<file path="src/rtl/prescaled_counter_pkg.sv">
// ============================================================================
// Module  : prescaled_counter_pkg
// Brief   : Shared constants and elaboration-time helpers for prescaled_counter
// Revision: 1.0  initial release
// ============================================================================
`default_nettype none

package prescaled_counter_pkg;

    localparam int c_WIDTH_MIN = 1;
    localparam int c_WIDTH_MAX = 32;

    // A zero or negative tick rate yields DIV=0 so the range check can flag it.
    function automatic int calc_div(input int clk_hz, input int tick_hz);
        if (tick_hz <= 0) begin
            return 0;
        end
        return clk_hz / tick_hz;
    endfunction

    function automatic int pre_width(input int div);
        return (div <= 1) ? 1 : $clog2(div);
    endfunction

endpackage : prescaled_counter_pkg

`default_nettype wire

</file>
<file path="src/rtl/prescaled_counter_tick_gen.sv">
// ============================================================================
// Module  : tick_gen
// Brief   : Enable-gated prescaler producing one registered tick per DIV clocks
// Revision: 1.0  initial release
// ============================================================================
`default_nettype none

module tick_gen
    import prescaled_counter_pkg::*;
#(
    parameter int DIV = 1
) (
    input  logic clk,
    input  logic rst,
    input  logic en,
    input  logic clr,
    output logic tick
);

    localparam int                 c_PRE_W = pre_width(DIV);
    localparam logic [c_PRE_W-1:0] c_LAST  = c_PRE_W'(DIV - 1);

    generate
        if (DIV < 1) begin : g_div_check
            $error("tick_gen: DIV must be at least 1");
        end
    endgenerate

    logic [c_PRE_W-1:0] r_pre;
    logic               r_tick;
    logic               w_last;

    assign w_last = (r_pre == c_LAST);

    // Wrapping on the terminal value (not after it) keeps the period at DIV.
    always_ff @(posedge clk) begin
        if (rst || clr) begin
            r_pre  <= '0;
            r_tick <= 1'b0;
        end else if (en) begin
            r_tick <= w_last;
            r_pre  <= w_last ? '0 : r_pre + c_PRE_W'(1);
        end else begin
            r_tick <= 1'b0;
        end
    end

    assign tick = r_tick;

endmodule : tick_gen

`default_nettype wire

</file>
<file path="src/rtl/prescaled_counter.sv">
// ============================================================================
// Module  : prescaled_counter
// Brief   : Up/down counter stepped by a CLK_HZ/TICK_HZ prescaler, with load.
//           Define PRESCALED_COUNTER_SAT_EN to saturate instead of wrapping.
// Revision: 1.0  initial release
// ============================================================================
`default_nettype none

module prescaled_counter
    import prescaled_counter_pkg::*;
#(
    parameter int CLK_HZ  = 12000000,
    parameter int TICK_HZ = 1,
    parameter int WIDTH   = 4
) (
    input  logic             clk,
    input  logic             rst,
    input  logic             en,
    input  logic             up,
    input  logic             load,
    input  logic [WIDTH-1:0] load_val,
    output logic [WIDTH-1:0] count,
    output logic             tick,
    output logic             term
);

    localparam int c_DIV = calc_div(CLK_HZ, TICK_HZ);

    generate
        if (c_DIV < 1) begin : g_div_check
            $error("prescaled_counter: CLK_HZ/TICK_HZ must be at least 1");
        end
        if ((WIDTH < c_WIDTH_MIN) || (WIDTH > c_WIDTH_MAX)) begin : g_width_check
            $error("prescaled_counter: WIDTH must be within 1..32");
        end
    endgenerate

    logic             w_tick;
    logic             w_step_en;
    logic             w_at_max;
    logic             w_at_min;
    logic             w_boundary;
    logic [WIDTH-1:0] w_next;
    logic [WIDTH-1:0] r_count;
    logic             r_term;

    tick_gen #(
        .DIV (c_DIV)
    ) u_tick_gen (
        .clk  (clk),
        .rst  (rst),
        .en   (en),
        .clr  (load),
        .tick (w_tick)
    );

    assign w_step_en  = en & w_tick;
    assign w_at_max   = (r_count == '1);
    assign w_at_min   = (r_count == '0);
    assign w_boundary = up ? w_at_max : w_at_min;

    always_comb begin
        w_next = r_count;
`ifdef PRESCALED_COUNTER_SAT_EN
        if (!w_boundary) begin
            w_next = up ? r_count + WIDTH'(1) : r_count - WIDTH'(1);
        end
`else
        w_next = up ? r_count + WIDTH'(1) : r_count - WIDTH'(1);
`endif
    end

    // Load outranks a step that is due in the same cycle; the step is dropped.
    always_ff @(posedge clk) begin
        if (rst) begin
            r_count <= '0;
            r_term  <= 1'b0;
        end else if (load) begin
            r_count <= load_val;
            r_term  <= 1'b0;
        end else if (w_step_en) begin
            r_count <= w_next;
            r_term  <= w_boundary;
        end else begin
            r_term  <= 1'b0;
        end
    end

    assign count = r_count;
    assign tick  = w_tick;
    assign term  = r_term;

endmodule : prescaled_counter

`default_nettype wire
</file>
<file path="config.mk">
export PLATFORM = sky130hd
export DESIGN_NAME = prescaled_counter
export DESIGN_NICKNAME = d
export VERILOG_FILES = /design/src/rtl/prescaled_counter_pkg.sv /design/src/rtl/prescaled_counter_tick_gen.sv /design/src/rtl/prescaled_counter.sv
export SDC_FILE = /design/constraint.sdc
export NUM_CORES = 1
export LEC_CHECK = 0
export CAP_MARGIN = 15
export CORE_ASPECT_RATIO = 0.9
export CORE_MARGIN = 2
export CORE_UTILIZATION = 50
export CTS_CLUSTER_SIZE = 12
export DETAILED_ROUTE_END_ITERATION = 6
export PLACE_DENSITY = 0.71
export REMOVE_ABC_BUFFERS = 1
export SLEW_MARGIN = 0
export SYNTH_ARGS = -nofsm -noshare
export SYNTH_HDL_FRONTEND = slang
export SYNTH_HIERARCHICAL = 1
export SYNTH_SLANG_ARGS = --single-unit
</file>
<file path="constraint.sdc">
create_clock -name clk -period 1.9 [get_ports clk]
set_input_delay 0.475 -clock clk [delete_from_list [all_inputs] [get_ports clk]]
set_output_delay 0.475 -clock clk [all_outputs]
set_load 0.01 [all_outputs]
</file>
==> results.sh, run 1 <==
export IMPL_outcome="complete, no violations"
export IMPL_synthTopCellsByArea="dfxtp_1 37%, xor2_1 6.0%, nor2_1 4.2%"
export IMPL_viasPerCell=5.63
export IMPL_finish_utilization=0.646
export IMPL_syn_area_um2=1600
export IMPL_die_w_um=63.7
export IMPL_cp_arrival_ns=2.12
export IMPL_cp_cell_sequence="clkdlybuf4s50_1 > inv_1 > fa_1 > xnor2_1 > a311o_1 > a21oi_1"
export IMPL_vdd_ir_drop_max_mv=0.522
export IMPL_clk_pin_slew_ns=0.10
export IMPL_track_usage=0.212
export IMPL_grt_pass1_wl_um=6000
export IMPL_route_detailed_drc=0
export IMPL_tns_ns=0
export IMPL_cts_hold_buf=0
export IMPL_initial_core_util=0.523
export IMPL_routed_wl_um=3430
export IMPL_cp_start_kind="primary input"
export IMPL_r2r_end="u_tick_gen/r_pre[13]$_SDFFE_PP0P_"
export IMPL_mostFrequentLayoutCells="29 x dfxtp_1, 24 x buf_4, 18 x nor2_1"
export IMPL_powerDensity_nw_per_um2=579
export IMPL_holdPathEnd="u_tick_gen/r_pre[23]$_SDFFE_PP0P_"
export IMPL_cp_end_kind="register"
export IMPL_num_fill_cells=260
export IMPL_max_stage_delay_ns=0.48
export IMPL_die_h_um=57.7
export IMPL_antennaDiodeCount=0
export IMPL_root_buffer="clkbuf_4"
export IMPL_synth_edff_count=0
export IMPL_path_max_fanout=4
export IMPL_ys_ff_latch=30
export IMPL_drive_gt1_frac=0.234
export IMPL_finClkSkew_ns=0.0132
export IMPL_seq_area_um2=602
export IMPL_cts_made_buffers=5
export IMPL_layout_min_cycle_time_ns=1.86
export IMPL_gp_congestion=0.849
export IMPL_r2r_start="u_tick_gen/r_pre[5]$_SDFFE_PP0P_"
export IMPL_slew_headroom=0.826
export IMPL_port_buffers=14
export IMPL_yosysUniqueCellTypes=47
export IMPL_critPathRequiredTime_ns=2.16
export IMPL_wl_per_cell_um=13.4
export IMPL_place_ws_ns=-0.363
export IMPL_yosysSeqAreaShare=0.374
export IMPL_clock_sinks=30
export IMPL_synthToLayoutAreaGrowth_pct=23.6
export IMPL_clk_path_buf_depth=2
export IMPL_yosysTopAreaCellShare=0.374
export IMPL_final_common_cell="dfxtp_1"
export IMPL_hold_depth=2
export IMPL_period_share=0.979
export IMPL_p_leak_nw=0.706
export IMPL_grt_pass1_vias=1374
export IMPL_num_vias=1442
export IMPL_ant_nets=0
export IMPL_max_freq_ghz=0.537
export IMPL_finalWorstSetupSlack_ns=0.0391
export IMPL_reg2reg_depth=6
export IMPL_ff2ff_setup_slack_ns=0.15
export IMPL_netlist_instances=175
export IMPL_syn_mean_instance_area_um2=9.17
export IMPL_hold_violations=0
export IMPL_ios=15
export IMPL_tightest_slew_ns=0.257
export IMPL_min_delay_start="u_tick_gen/r_pre[23]$_SDFFE_PP0P_"
export IMPL_yosys_area_top_type="dfxtp_1"
export IMPL_rows=19
export IMPL_maxCapViolations=0
export IMPL_h_tree_depth=2
export IMPL_ys_warnings_count=6
export IMPL_final_nets=226
export IMPL_grt_ovfl_total=0
export IMPL_path_class="primary input to register"
export IMPL_cts_tree="done"
export IMPL_rsz0062_at_grt="false"
export IMPL_hpwlAfterDp_um=2600
export IMPL_dp_cells=246
export IMPL_antenna_found_initial=0
export IMPL_die_area_um2=3680
export IMPL_clock_latency_ns=0.33
export IMPL_slew_violations=0
export IMPL_grt_start_max_net_pins=11
export IMPL_async_flop_share=0
export IMPL_multi_input_area_um2=936
export IMPL_dr_pass1_iters=4
export IMPL_hold_class="register to register"
export IMPL_slowest_stage="clkdlybuf4s50_1"
export IMPL_core_um2=3070
export IMPL_setup_viol=0
export IMPL_initialDrtViolationCount=58
export IMPL_synth_ff_type="dfxtp_1"
export IMPL_fin_cells=256
==> layout make-up <==
class,count,area share
sequential,30,0.304
multi-input combinational,135,0.472
timing repair buffer,38,0.162
clock inverter,1,0.00253
clock buffer,7,0.0278
inverter,3,0.00568
tap,42,0.0265
==> synthesized netlist by cell type (2+ instances only) <==
cell / number
nand3_1: 11
nand2_2: 2
dfxtp_1: 30
nand2_1: 10
a21oi_1: 11
or4_1: 3
inv_1: 3
or3_1: 2
o21ai_0: 4
or3_2: 2
nand4_1: 10
nor4_1: 4
and3_1: 5
buf_2: 2
buf_6: 4
xnor2_1: 5
and2_1: 2
o31ai_1: 5
and4_1: 3
nor2_1: 18
xor2_1: 11
ha_1: 3
==> stage by stage <==
step	instance area (um^2)	hold slack [ns]	power [mW]
5_1_grt	1980	0.527	1.20
2_1_floorplan	1540	0.456	0.705
3_5_place_dp	1900	0.488	0.768
6_report	1980	0.503	1.15
4_1_cts	1970	0.503	1.16
3_3_place_gp	1900	0.472	0.763
==> cell families after synthesis <==
family	Yosys count	synth area share
flip-flops	30	0.374
adder cells (fa/ha/maj)	4	0.0359
buffers and inverters	10	0.0460
AND/OR/NAND/NOR	83	0.309
AO/OA/AOI/OAI	31	0.141
XOR/XNOR	16	0.0874
multiplexers	1	0.00624
==> flip-flops by register name (all words and copies together) (netlist names) <==
name	flops
u_tick_gen/tick	1
u_tick_gen/r_pre	24
term	1
count	4
==> report_power, final <==
group / leakage (nW) / switching (mW) / internal (mW)
sequential: 0.243 / 0.0107 / 0.635
clock: 0.0353 / 0.212 / 0.179
combinational: 0.428 / 0.0487 / 0.0628
total: 0.706 / 0.271 / 0.877
==> worst max path at each step <==
stage	from	endpoint
floorplan	u_tick_gen/r_pre[3]$_SDFFE_PP0P_	u_tick_gen/r_pre[22]$_SDFFE_PP0P_
global placement	en	u_tick_gen/r_pre[10]$_SDFFE_PP0P_
detailed placement	en	u_tick_gen/r_pre[4]$_SDFFE_PP0P_
CTS	count[0]$_SDFFE_PP0P_	count[0]
global route	count[1]$_SDFFE_PP0P_	count[1]
finish	up	count[2]$_SDFFE_PP0P_
==> worst max-delay path: cells and delay by family <==
kind	cells	cell delay, ns
compound gates	2	0.49
fa+ha+maj	1	0.44
xor+xnor	1	0.14
buf+inv	2	0.58
==> per-layer routing <==
layer	global-route usage	wire [um]
met1	0.281	1640
met2	0.323	1580
met3	0.0641	131
met4	0.0963	74
met5	0	0
==> what timing repair did <==
item | in CTS | in global routing
endpoints found under the setup margin | 15 | 23
pin swaps | 1 | 0
gates resized for setup | 0 | 4
buffers inserted | 2 | 0
Power figures use the tool's default switching activity.
==> run 2: changes to the inputs <==
--- a/config.mk
+++ b/config.mk
@@ -13,7 +13,6 @@
 export DETAILED_ROUTE_END_ITERATION = 6
 export PLACE_DENSITY = 0.71
 export REMOVE_ABC_BUFFERS = 1
-export SLEW_MARGIN = 0
 export SYNTH_ARGS = -nofsm -noshare
 export SYNTH_HDL_FRONTEND = slang
 export SYNTH_HIERARCHICAL = 1
==> results of run 2 <==
No change in the layout: final DEF, timing and power equal those of run 1.
